<file path="src/rtl/alarm_qual_if.sv">
// alarm_qual_if: raw sample strobe/data toward alarm_qual and the qualified alarm flags back
interface alarm_qual_if;
    logic        vld;
    logic [11:0] batt;
    logic [11:0] lft_spd;
    logic [11:0] rght_spd;
    logic        batt_low;
    logic        too_fast;
    modport master(output vld, batt, lft_spd, rght_spd, input batt_low, too_fast);
    modport slave(input vld, batt, lft_spd, rght_spd, output batt_low, too_fast);
endinterface

</file>
<file path="src/rtl/alarm_qual.sv">
// alarm_qual: threshold/hysteresis/persistence qualifier for batt_low and too_fast; TOO_FAST_LATCH_EN latches too_fast until reset
module alarm_qual #(
    parameter logic [11:0] BATT_TH   = 12'h800,
    parameter logic [11:0] BATT_HYST = 12'h040,
    parameter logic [11:0] SPD_TH    = 12'd1536,
    parameter logic [11:0] SPD_HYST  = 12'd128,
    parameter int unsigned PERSIST   = 4
) (
    input logic        clk,
    input logic        rst_n,
    alarm_qual_if.slave bus
);
    localparam logic [12:0] BREC  = {1'b0, BATT_TH} + {1'b0, BATT_HYST};
    localparam logic [11:0] SREL  = SPD_HYST > SPD_TH ? 12'd0 : SPD_TH - SPD_HYST;
    localparam logic [3:0]  PLAST = 4'(PERSIST - 1);
    localparam bit          P1    = PERSIST == 1;

    typedef enum logic [1:0] {OK, LOW_PEND, LOW, REC_PEND} bstate_t;
    typedef enum logic [1:0] {NORM, FAST, REL_PEND} sstate_t;

    bstate_t     bst;
    sstate_t     sst;
    logic [3:0]  bcnt, scnt;
    logic [11:0] la, ra;
    logic        lo, hi, fast, slow;

    // -2048 has no positive twin in 12 bits, so it clamps to 2047
    function automatic logic [11:0] sat_abs(input logic [11:0] x);
        return x == 12'h800 ? 12'h7ff : (x[11] ? -x : x);
    endfunction

    assign la   = sat_abs(bus.lft_spd);
    assign ra   = sat_abs(bus.rght_spd);
    assign lo   = bus.batt < BATT_TH;
    assign hi   = {1'b0, bus.batt} >= BREC;
    assign fast = la > SPD_TH || ra > SPD_TH;
    assign slow = la <= SREL && ra <= SREL;

    always_ff @(posedge clk or negedge rst_n) begin
        if (!rst_n) begin
            bst      <= OK;
            bcnt     <= '0;
            bus.batt_low <= 1'b0;
        end else begin
            case (bst)
                OK: if (bus.vld && lo) begin
                    bst          <= P1 ? LOW : LOW_PEND;
                    bcnt         <= P1 ? 4'd0 : 4'd1;
                    bus.batt_low <= P1;
                end
                LOW_PEND: if (bus.vld) begin
                    if (!lo) begin
                        bst  <= OK;
                        bcnt <= '0;
                    end else if (bcnt == PLAST) begin
                        bst          <= LOW;
                        bcnt         <= '0;
                        bus.batt_low <= 1'b1;
                    end else bcnt <= bcnt + 4'd1;
                end
                LOW: if (bus.vld && hi) begin
                    bst          <= P1 ? OK : REC_PEND;
                    bcnt         <= P1 ? 4'd0 : 4'd1;
                    bus.batt_low <= !P1;
                end
                REC_PEND: if (bus.vld) begin
                    if (!hi) begin
                        bst  <= LOW;
                        bcnt <= '0;
                    end else if (bcnt == PLAST) begin
                        bst          <= OK;
                        bcnt         <= '0;
                        bus.batt_low <= 1'b0;
                    end else bcnt <= bcnt + 4'd1;
                end
                default: begin
                    bst          <= OK;
                    bcnt         <= '0;
                    bus.batt_low <= 1'b0;
                end
            endcase
        end
    end

    // speed trips on one sample but releases only after PERSIST slow samples
    always_ff @(posedge clk or negedge rst_n) begin
        if (!rst_n) begin
            sst          <= NORM;
            scnt         <= '0;
            bus.too_fast <= 1'b0;
        end else begin
            case (sst)
                NORM: if (bus.vld && fast) begin
                    sst          <= FAST;
                    bus.too_fast <= 1'b1;
                end
                FAST: begin
`ifdef TOO_FAST_LATCH_EN
                    scnt <= '0;
`else
                    if (bus.vld && slow) begin
                        sst          <= P1 ? NORM : REL_PEND;
                        scnt         <= P1 ? 4'd0 : 4'd1;
                        bus.too_fast <= !P1;
                    end
`endif
                end
                REL_PEND: if (bus.vld) begin
                    if (fast) begin
                        sst  <= FAST;
                        scnt <= '0;
                    end else if (!slow) scnt <= '0;
                    else if (scnt == PLAST) begin
                        sst          <= NORM;
                        scnt         <= '0;
                        bus.too_fast <= 1'b0;
                    end else scnt <= scnt + 4'd1;
                end
                default: begin
                    sst          <= NORM;
                    scnt         <= '0;
                    bus.too_fast <= 1'b0;
                end
            endcase
        end
    end
endmodule

</file>
<file path="src/flat_wrapper.sv">
// flat-port wrapper written by rule: the top's interface ports become plain ports
module alarm_qual_flat 
#(
    parameter logic [11:0] BATT_TH   = 12'h800,
    parameter logic [11:0] BATT_HYST = 12'h040,
    parameter logic [11:0] SPD_TH    = 12'd1536,
    parameter logic [11:0] SPD_HYST  = 12'd128,
    parameter int unsigned PERSIST   = 4
)
  (clk, rst_n, bus_vld, bus_batt, bus_lft_spd, bus_rght_spd, bus_batt_low, bus_too_fast);
  alarm_qual_if bus_i ();
  input logic clk;
  input logic rst_n;
  input wire logic [$bits(bus_i.vld)-1:0] bus_vld;
  input wire logic [$bits(bus_i.batt)-1:0] bus_batt;
  input wire logic [$bits(bus_i.lft_spd)-1:0] bus_lft_spd;
  input wire logic [$bits(bus_i.rght_spd)-1:0] bus_rght_spd;
  output wire logic [$bits(bus_i.batt_low)-1:0] bus_batt_low;
  output wire logic [$bits(bus_i.too_fast)-1:0] bus_too_fast;
  assign bus_i.vld = bus_vld;
  assign bus_i.batt = bus_batt;
  assign bus_i.lft_spd = bus_lft_spd;
  assign bus_i.rght_spd = bus_rght_spd;
  assign bus_batt_low = bus_i.batt_low;
  assign bus_too_fast = bus_i.too_fast;
  alarm_qual #(.BATT_TH(BATT_TH), .BATT_HYST(BATT_HYST), .SPD_TH(SPD_TH), .SPD_HYST(SPD_HYST), .PERSIST(PERSIST)) u_core (.clk(clk), .rst_n(rst_n), .bus(bus_i));
endmodule
</file>
<file path="config.mk">
export PLATFORM = sky130hd
export DESIGN_NAME = alarm_qual_flat
export DESIGN_NICKNAME = d
export VERILOG_FILES = /design/src/rtl/alarm_qual_if.sv /design/src/rtl/alarm_qual.sv /design/src/flat_wrapper.sv
export SDC_FILE = /design/constraint.sdc
export NUM_CORES = 1
export LEC_CHECK = 0
export ABC_AREA = 1
export CORE_MARGIN = 10
export CORE_UTILIZATION = 58
export CTS_BUF_LIST = sky130_fd_sc_hd__clkbuf_8
export CTS_CLUSTER_DIAMETER = 40
export DETAILED_ROUTE_END_ITERATION = 6
export PLACE_DENSITY_LB_ADDON = 0.08
export REMOVE_ABC_BUFFERS = 1
export SLEW_MARGIN = 20
export SYNTH_ARGS = -nofsm -noshare
export SYNTH_HDL_FRONTEND = slang
export SYNTH_SLANG_ARGS = --single-unit
</file>
<file path="constraint.sdc">
create_clock -name clk -period 2.65 [get_ports clk]
set_clock_uncertainty 0.15 [all_clocks]
set_input_delay 0.53 -clock clk [delete_from_list [all_inputs] [get_ports clk]]
set_output_delay 0.53 -clock clk [all_outputs]
set_load 0.05 [all_outputs]
</file>
Word level (Yosys, flattened, before mapping)
Index checks and enable logic that the tools add are counted.
{"block": "word_totals", "ff_bits": 14, "latchBits": 0, "ramBits": 0, "mem_bits_ro": 0, "in_bits": 39, "wordCells": 108, "memories": 0}
{"block": "op_classes", "add_sub_neg": 4, "mul": 0, "n_div": 0, "magnitude_cmp": 6, "n_eq_ne": 27, "shift": 0, "mux": 50, "bitwise": 1, "n_reduce_logical": 14}
{"op": "$mux 12", "count": 4}
{"op": "$mux 4", "count": 12}
{"op": "$mux 2", "count": 14}
{"op": "$eq 12x12->1 const B", "count": 2}
{"op": "$gt 12x11->1 const B", "count": 2}
{"op": "$le 12x11->1 const B", "count": 2}
{"op": "$neg 12->12", "count": 2}
{"op": "$ne 2x1->1 const B", "count": 10}
{"op": "$pmux 4 s4", "count": 1}
{"op": "$mux 1", "count": 14}
{"op": "$ge 12x12->1 const B", "count": 1}
{"op": "$lt 12x12->1 const B", "count": 1}
{"op": "$pmux 4 s3", "count": 1}
{"op": "$reduce_and 6->1", "count": 2}
{"op": "$add 4x1->4 const B", "count": 2}
{"op": "$eq 4x2->1 const B", "count": 2}
{"op": "$ne 2x2->1 const B", "count": 4}
{"op": "$pmux 2 s4", "count": 1}
{"op": "$reduce_and 8->1", "count": 1}
{"op": "$eq 2x2->1 const B", "count": 3}
{"op": "$ne 3x1->1 const B", "count": 2}
{"op": "$ne 3x3->1 const B", "count": 2}
{"op": "$pmux 2 s3", "count": 1}
{"op": "$logic_and 1x1->1", "count": 5}
{"op": "other kinds (9)", "count": 11}

Longest topological paths before layout
Gate-level depths: netlist of run 1.
{"block": "depth", "ltp_word": 9, "ltp_mapped": 19, "depth_no_buf": 19}

Worst setup path before layout of run 1
OpenSTA, ideal clock, no wires.
{"block": "synth_timing", "kind": "input to register", "from": "in bus_rght_spd[0]", "to": "reg u_core.scnt[1]", "setup_time_ps": 118, "t_arrival_ps": 1964, "path_slack_ps": 418, "stages": 14, "cell_sequence": "inv_1 > ha_1 > nand2_2 > nor2_4 > nand2_1 > nand3_2 > a21boi_2 > nand2_1 > nor2_4 > nor2_4 > nor2_8 > nand2_4 > nand2_1 > o21ai_2"}
{"block": "synth_via", "elab_chain_len": 9, "elab_cells_between_ends": 15, "classes_between": "1 x add/sub; 2 x order compare; 2 x eq/ne; 6 x mux; 4 x reduce/logical"}
{"item": "start: declaration", "line_no": "flat_wrapper.sv:17", "text": "input wire logic [$bits(bus_i.rght_spd)-1:0] bus_rght_spd;"}
{"item": "$neg 12->12", "line_no": "alarm_qual.sv:29", "text": "return x == 12'h800 ? 12'h7ff : (x[11] ? -x : x);"}
{"item": "$mux 12", "line_no": "alarm_qual.sv:29"}
{"item": "$mux 12 *", "line_no": "alarm_qual.sv:29"}
{"item": "$le 12x11->1", "line_no": "alarm_qual.sv:37", "text": "assign slow = la <= SREL && ra <= SREL;"}
{"item": "$logic_and 1x1->1", "line_no": "alarm_qual.sv:37"}
{"item": "$mux 4", "line_no": "alarm_qual.sv:112", "text": "end else if (!slow) scnt <= '0;"}
{"item": "$mux 4", "line_no": "alarm_qual.sv:109", "text": "if (fast) begin"}
{"item": "$mux 4", "line_no": "alarm_qual.sv:108", "text": "REL_PEND: if (bus.vld) begin"}
{"item": "$pmux 4 s3", "line_no": "alarm_qual.sv:92", "text": "case (sst)"}
{"item": "end signal: assignment", "line_no": "alarm_qual.sv:103", "text": "scnt <= P1 ? 4'd0 : 4'd1;"}
{"item": "end signal: assignment", "line_no": "alarm_qual.sv:117", "text": "end else scnt <= scnt + 4'd1;"}
{"item": "end: declaration", "line_no": "alarm_qual.sv:23", "text": "logic [3:0] bcnt, scnt;"}
Mark *: on every way between the ends. The rest lies on a longest branch, timed or not. The select of a mux whose other input is x is not followed.
A chain may end at the register's enable or synchronous reset.

Worst setup path in the final report of run 1
{"block": "layout_timing", "from": "in bus_lft_spd[11]", "to": "reg u_core.sst[1]"}
{"block": "layout_via", "elab_chain_len": 8, "elab_cells_between_ends": 18, "classes_between": "1 x add/sub; 2 x order compare; 5 x eq/ne; 5 x mux; 5 x reduce/logical"}
{"item": "start: declaration", "line_no": "flat_wrapper.sv:16", "text": "input wire logic [$bits(bus_i.lft_spd)-1:0] bus_lft_spd;"}
{"item": "$neg 12->12", "line_no": "alarm_qual.sv:29"}
{"item": "$mux 12", "line_no": "alarm_qual.sv:29"}
{"item": "$mux 12 *", "line_no": "alarm_qual.sv:29"}
{"item": "$gt 12x11->1 / $le 12x11->1 (equally long branches)", "line_no": "alarm_qual.sv:36, alarm_qual.sv:37"}
{"item": "$logic_or 1x1->1 / $logic_and 1x1->1 (equally long branches)", "line_no": "alarm_qual.sv:36, alarm_qual.sv:37"}
{"item": "$mux 2 (tied with other cells)", "line_no": "alarm_qual.sv:109"}
{"item": "$mux 2 / $ne 2x1->1 (equally long branches)"}
{"item": "$pmux 2 s3 / $reduce_and 5->1 (equally long branches)"}
{"item": "end signal: assignment", "line_no": "alarm_qual.sv:102", "text": "sst <= P1 ? NORM : REL_PEND;"}
{"item": "end: declaration", "line_no": "alarm_qual.sv:22", "text": "sstate_t sst;"}
Marked as above.

==> results of run 1 <==
[cells in the mapped netlist]
cell type,instances,share of area
nor2_1,35,0.066
inv_1,47,0.088
ha_1,12,0.075
nor2_8,1,0.010
a21oi_1,7,0.017
a21boi_2,1,0.0056
o2111ai_1,1,0.0044
clkinv_1,2,0.0038
inv_2,6,0.011
nand2_2,9,0.028
nand3_1,30,0.075
buf_6,1,0.0056
o21ai_2,3,0.013
nand2_1,110,0.21
o21a_1,1,0.0038
a21oi_2,1,0.0044
o41ai_1,1,0.0044
nor3_1,4,0.010
nand3_2,10,0.050
xnor2_1,1,0.0044
nand3b_1,1,0.0038
o22ai_1,2,0.0062
o21ai_0,9,0.022
o21ai_1,1,0.0025
nand2_4,1,0.0056
a211oi_1,1,0.0038
nor2_4,4,0.022
mux2_2,1,0.0056
nand4_1,4,0.012
buf_4,2,0.0075
nor4_1,1,0.0031
dfrtp_1,14,0.18
nor2_2,11,0.034
xor2_1,2,0.0088
[metrics by stage]
step	hold slack, ns	setup TNS (ns)	total power, uW	instances	util
floorplan	0.0844	0	976	334	-
detailed placement	0.324	-1.90	1230	435	0.759
global placement	0.321	-1.62	1200	435	0.759
global route	0.368	-0.00331	1600	441	0.794
CTS	0.343	0	1450	439	0.780
finish	0.335	0	1460	441	0.794
[what timing repair did]
item,in CTS,in global routing
hold endpoints to repair,0,0
buffers inserted,0,2
resized for setup,4,15
pin swaps,6,10
setup endpoints to repair,7,7
[area by class of cell]
cell class / instances / area [sq um] / area share
multi-input cells: 265 / 1450 / 0.546
repair buffers: 57 / 534 / 0.202
flip-flops and latches: 14 / 350 / 0.132
inverters: 55 / 206 / 0.0779
well taps: 46 / 57.6 / 0.0217
clock buffers: 4 / 55.1 / 0.0208
[state kept, by name, summed over array words and instances, names as in the netlist]
register and count:
u_core.bcnt 4, u_core.bst 2, u_core.bus.batt_low 1, u_core.bus.too_fast 1
u_core.scnt 4, u_core.sst 2
[worst min path at each step]
| stage | startpoint | endpoint | cells past startpoint |
|---|---|---|---|
| floorplan | rst_n | u_core.bcnt[0] | 0 |
| global placement | u_core.bus.too_fast | u_core.bus.too_fast | 2 |
| detailed placement | u_core.bus.too_fast | u_core.bus.too_fast | 2 |
| CTS | u_core.bus.too_fast | u_core.bus.too_fast | 2 |
| global route | u_core.bus.too_fast | u_core.bus.too_fast | 2 |
| finish | u_core.bus.too_fast | u_core.bus.too_fast | 2 |
[metal layers]
metal / track usage / wire length, um / share of wire / vias to the layer above
li1: - / - / - / 1178
met2: 0.306 / 2580 / 0.51 / 41
met4: 0.0305 / 34 / 0.0068 / 0
met3: 0.0360 / 212 / 0.042 / 6
met5: 0 / 0 / 0 / -
met1: 0.181 / 2180 / 0.44 / 1005
[worst reg2reg max path, stage by stage (launching register included)]
cell and delay [ns]:
dfrtp_1 0.41, inv_1 0.10, ha_1 0.30, inv_1 0.11
a21oi_1 0.39, inv_1 0.10, nand2_2 0.12, nor2_4 0.05
nand3_1 0.06, nand2_1 0.06
[cell families (layout without fill, tap and decap cells)]
logic type / count (synthesis) / in the layout / synth area share
multiplexers: 1 / 1 / 0.00562
adder cells (fa/ha/maj): 12 / 12 / 0.0750
buffers and inverters: 58 / 116 / 0.116
XOR/XNOR: 3 / 3 / 0.0131
flip-flops: 14 / 14 / 0.175
AND/OR/NAND/NOR: 221 / 221 / 0.527
AO/OA/AOI/OAI: 28 / 28 / 0.0881
[where the power goes]
part / leakage (uW) / internal, uW / switching, uW
Combinational: 0.00122 / 355 / 555
Sequential: 0.000182 / 283 / 56.3
Clock: 0.0000288 / 132 / 79.7
Total: 0.00143 / 769 / 691
==> reports/qor.tcl, run 1 <==
set qor(synth_seq_cells) 14
set qor(startpoint) {bus_lft_spd[11]}
set qor(placement_rows) 21
set qor(yosys_warnings) 0
set qor(pre_cts_ws_ns) -0.284
set qor(mostFrequentLayoutCell) {nand2_1}
set qor(hold_buffers) 0
set qor(boundaryPins) 41
set qor(vias_per_cell) 5.06
set qor(dpl_cell_area_sq_mm) 0.00253
set qor(vias_in_the_first_global_route) 2176
set qor(finish.instance_area_sq_mm) 0.00265
set qor(post-route-min-period_ns) 2.45
set qor(clock_tree.htree_level_count) 1
set qor(synth_seq_area_share) 0.175
set qor(endpoint_kind) {register}
set qor(flow.area_growth_from_synthesis_pct) 32.4
set qor(ant_nets) 0
set qor(synth_cells) 337
set qor(global_route.overflow_total) 0
set qor(critical_path.most_common_cell) {nand2_1}
set qor(crit_path_setup_slack_layout_ns) 0.200
set qor(power_dens_cells_mw_per_mm2) 551
set qor(die_h_um) 78.8
set qor(numClockSinks) 14
set qor(routed-via-count) 2230
set qor(route.detailed.wl_per_inst_um) 11.3
set qor(r2r_setup_slack_ns) 0.67
set qor(worstPathBufferInverterCount) 2
set qor(grt_pass1_wl_um) 8690
set qor(slew-limit-headroom) 0.579
set qor(report.final.hold_viol_count) 0
set qor(crit_arrival_ns) 2.43
set qor(floorplan.initialDensity) 0.600
set qor(cts.reportedPaths.clkPinSlew_ns) 0.06
set qor(cp-endpoint) {u_core.sst[1]}
set qor(cp-start-kind) {input port}
set qor(worst_r2r_endpoint) {u_core.sst[1]}
set qor(clock.fmax_mhz) 408
set qor(timing.final.crit_share) 0.925
set qor(first_pass_iters) 4
set qor(r2r.worst_path.cells) 9
set qor(mostFrequentLayoutCells) {nand2_1, inv_1, nor2_1, nand3_1, clkdlybuf4s50_1}
set qor(drc_errors) 0
set qor(design.final.nets) 447
set qor(mappedNetlistArea_sq_mm) 0.00200
set qor(grt_usage) 0.162
set qor(crit_fanout) 15
set qor(max_slew_violation_count) 0
set qor(grt_max_degree) 16
set qor(cpLargestDelayFamily) {simple AND/OR/NAND/NOR gates}
set qor(timing.max_cap.violations) 0
set qor(die_area_sq_mm) 0.00620
set qor(clock_insertion_delay_worst_skew_ns) 0.25
set qor(coreArea_sq_mm) 0.00334
set qor(detailedPlacementHpwl_um) 3950
set qor(synth_cell_type_count) 34
set qor(p_leak_uw) 0.00143
set qor(first_iter_violations) 85
set qor(category_of_the_critical_setup_timing_path) {in -> reg}
set qor(antenna_cells_inserted) 0
set qor(cts_tree) {built}
set qor(setup_viol) 0
set qor(cts_root_buffer) {clkbuf_8}
set qor(cts_buffer_depth) 2
set qor(grt_antenna_before_repair) 0
set qor(worst_hold_class) {reg -> reg}
set qor(number_of_port_buffers) 34
set qor(tightest_slew_ns) 0.630
set qor(fraction_of_layout_instances_using_a_drive_strength_above_1) 0.210
set qor(status) {complete, no violations}
set qor(nFillCells) 285
set qor(avgSynthCellArea_sq_um) 5.94
set qor(irDropWorstVdd_v) 0.000605
set qor(rr_startpoint) {u_core.sst[0]}
set qor(cts_made_buffers) 3
set qor(required_ns) 2.63
set qor(fp.dieW_um) 78.8
set qor(crit_chain) {clkdlybuf4s50_1, buf_4, nand2_2, nand2_1, nand2_1, nor2_1, nand2_1, nand3_1, nand2_2, nor2_4, nor2_4, nor2_8, nand3_2, nand2_1, nand2_1}
set qor(largest_incremental_delay_on_the_critical_path_ns) 0.54
set qor(wl_um) 5010
set qor(critical_path.slowest_cell) {clkdlybuf4s50_1}
set qor(path_depth) 15
set qor(gp_congestion) 0.838
No activity file was read; power rests on OpenSTA's default activity.
==> inputs of run 2 (changes only) <==
Settings changed: CORE_UTILIZATION 58 to 54.
Clock period 2.65 ns to 2.6 ns, I/O delays scaled along.
==> run 2 against run 1 <==
Effect of this change:
- sequential share of layout area decreased by 0.48 points
- routed wire length down 2.6%
- critical path type unchanged
- highest routed layer unchanged
- hold slack gained 0.016 ns
- largest cell class unchanged
- flip-flop and latch count did not move
- via count decreased by 1.1%
==> reports/qor.tcl, run 2 (synthesis gave the netlist of run 1 again) <==
set qor(power_dens_cells_mw_per_mm2) 531
set qor(switchingPower_uw) 701
set qor(status) {complete, no violations}
set qor(number_of_port_buffers) 34
set qor(cts.reportedPaths.clkPinSlew_ns) 0.06
set qor(floorplan.initialDensity) 0.551
set qor(cpLargestDelayFamily) {simple AND/OR/NAND/NOR gates}
set qor(cts_root_buffer) {clkbuf_8}
set qor(power_report.internal_total_uw) 758
set qor(fp.dieW_um) 80.9
set qor(cts_buffer_depth) 2
set qor(worstHoldPathCells) 2
set qor(ant_nets) 0
set qor(flow.area_growth_from_synthesis_pct) 37.3
set qor(fraction_of_layout_instances_using_a_drive_strength_above_1) 0.259
set qor(timing.max_cap.violations) 0
set qor(antenna_cells_inserted) 0
set qor(clock_tree.htree_level_count) 1
set qor(holdPathEnd) {u_core.bus.too_fast}
set qor(coreArea_sq_mm) 0.00363
set qor(p_leak_uw) 0.00153
set qor(slew-limit-headroom) 0.566
set qor(cts_tree) {built}
set qor(grt_usage) 0.146
set qor(boundaryPins) 41
set qor(die_area_sq_mm) 0.00654
set qor(numClockSinks) 14
set qor(power_frac_comb) 0.645
set qor(first_iter_violations) 78
set qor(vias_in_the_first_global_route) 2039
set qor(r2r.worst_path.cells) 9
set qor(hold_path_startpoint) {u_core.bus.too_fast}
set qor(required_ns) 2.62
set qor(gp_congestion) 0.879
set qor(timing.final.crit_share) 0.929
set qor(crit_arrival_ns) 2.44
set qor(max_slew_violation_count) 0
set qor(report.final.hold_viol_count) 0
set qor(mostFrequentLayoutCells) {nand2_1, inv_1, nor2_1, nand3_1, buf_4}
set qor(endpoint_kind) {register}
set qor(grt_pass1_wl_um) 8140
set qor(largest_incremental_delay_on_the_critical_path_ns) 0.43
set qor(switching_share) 0.480
set qor(mostFrequentLayoutCell) {nand2_1}
set qor(post-route-min-period_ns) 2.42
set qor(die_h_um) 80.9
set qor(tightest_slew_ns) 0.648
set qor(clock_insertion_delay_worst_skew_ns) 0.24
set qor(nFillCells) 301
set qor(setup_viol) 0
set qor(grt_antenna_before_repair) 0
set qor(share_of_total_power_in_the_clock_network) 0.119
set qor(crit_fanout) 5
set qor(irDropWorstVdd_v) 0.000703
set qor(first_pass_iters) 4
set qor(final_util) 0.757
set qor(critical_path.slowest_cell) {clkdlybuf4s50_1}
set qor(rr_startpoint) {u_core.sst[0]}
set qor(cp-start-kind) {input port}
set qor(drc_errors) 0
set qor(category_of_the_critical_setup_timing_path) {in -> reg}
set qor(clock.fmax_mhz) 414
set qor(layout.cells.non_filler) 450
set qor(routed-via-count) 2206
set qor(dpl.cell_count) 438
set qor(detailedPlacementHpwl_um) 3840
set qor(hold_buffers) 0
set qor(wl_um) 4870
set qor(startpoint) {bus_lft_spd[7]}
set qor(worstPathBufferInverterCount) 3
set qor(whs_ns) 0.351
set qor(vias_per_cell) 4.90
set qor(worst_hold_class) {reg -> reg}
set qor(cts_made_buffers) 3
set qor(reg.largest.list) {u_core.bcnt: 4 flops, u_core.scnt: 4 flops}
set qor(route.detailed.wl_per_inst_um) 10.8
set qor(design.final.nets) 455
set qor(crit_chain) {clkdlybuf4s50_1, buf_4, nor4_1, nand4_1, o21ai_2, inv_1, nand2_2, nor2_4, nor2_4, nor2_8, nand2_4, nand2_2, o21ai_2}
set qor(r2r_setup_slack_ns) 0.63
set qor(worst_r2r_endpoint) {u_core.scnt[0]}
set qor(grt_max_degree) 15
set qor(seq_power_share) 0.236
set qor(setup-tns-final_ns) 0
set qor(global_route.overflow_total) 0
set qor(placement_rows) 22
[run 2: changes by cell type in the layout (fill, tap and decap cells not counted), moves of 6 or more]
| cell | delta |
|---|---|
| buf_4 | +6 |
| nand2_1 | -8 |
| nand2_2 | +8 |
| dlymetal6s2s_1 | +6 |
| clkdlybuf4s50_1 | -10 |
[run 2: cell type report]
cell class                 instances  area [sq um]  area share
sequential                        14           350       0.127
multi-input combinational        265          1480       0.539
inverter                          55           206      0.0751
timing repair buffer              65           609       0.222
clock buffer                       3          41.3      0.0150
tap                               48          60.1      0.0218
[run 2: power groups by stage]
| stage | clock, uW | sequential (uW) | combinational, uW |
|---|---|---|---|
| 2_1_floorplan | 0 | 391 | 603 |
| 3_3_place_gp | 0 | 346 | 882 |
| 3_5_place_dp | 0 | 345 | 902 |
| 4_1_cts | 177 | 345 | 914 |
| 5_1_grt | 190 | 357 | 1050 |
| 6_report | 174 | 345 | 941 |
[run 2: how the worst max path moves through the flow]
stage,slack [ns],to,cells past startpoint
after floorplan,0.38,u_core.scnt[1],14
after detailed placement,-0.35,u_core.sst[1],17
after global placement,-0.31,u_core.sst[1],17
after CTS,0.04,u_core.scnt[1],16
final,0.18,u_core.scnt[1],13
after global routing,-0.08,u_core.scnt[3],17
[run 2: metal layers]
| metal | vias to the layer above | routed length (um) | track usage | part of all wire |
|---|---|---|---|---|
| met5 | - | 0 | 0 | 0 |
| met4 | 0 | 17 | 0.0242 | 0.0035 |
| met3 | 2 | 150 | 0.0276 | 0.031 |
| met2 | 40 | 2420 | 0.264 | 0.50 |
| met1 | 974 | 2290 | 0.178 | 0.47 |
| li1 | 1190 | - | - | - |
[run 2: worst register-to-register path: stages, from the launching register on]
cell,delay [ns]
dfrtp_1,0.40
inv_1,0.10
ha_1,0.29
inv_1,0.11
a21oi_1,0.41
inv_1,0.10
nand2_2,0.12
nor2_2,0.06
nand3_1,0.08
nand2_1,0.05
[run 2: stage by stage]
step / total power, uW / cell area (sq um) / setup slack, ns
after global placement: 1230 / 2540 / -0.310
after floorplan: 994 / 1980 / 0.378
after CTS: 1440 / 2620 / 0.0405
final: 1460 / 2750 / 0.184
after global routing: 1600 / 2750 / -0.0803
after detailed placement: 1250 / 2540 / -0.354
[run 2: repair_timing]
item | 4_1_cts | 5_1_grt
gates resized for setup | 10 | 37
pin swaps | 18 | 19
buffers inserted | 3 | 6
endpoints found under the hold margin | 0 | 0
endpoints found under the setup margin | 7 | 7
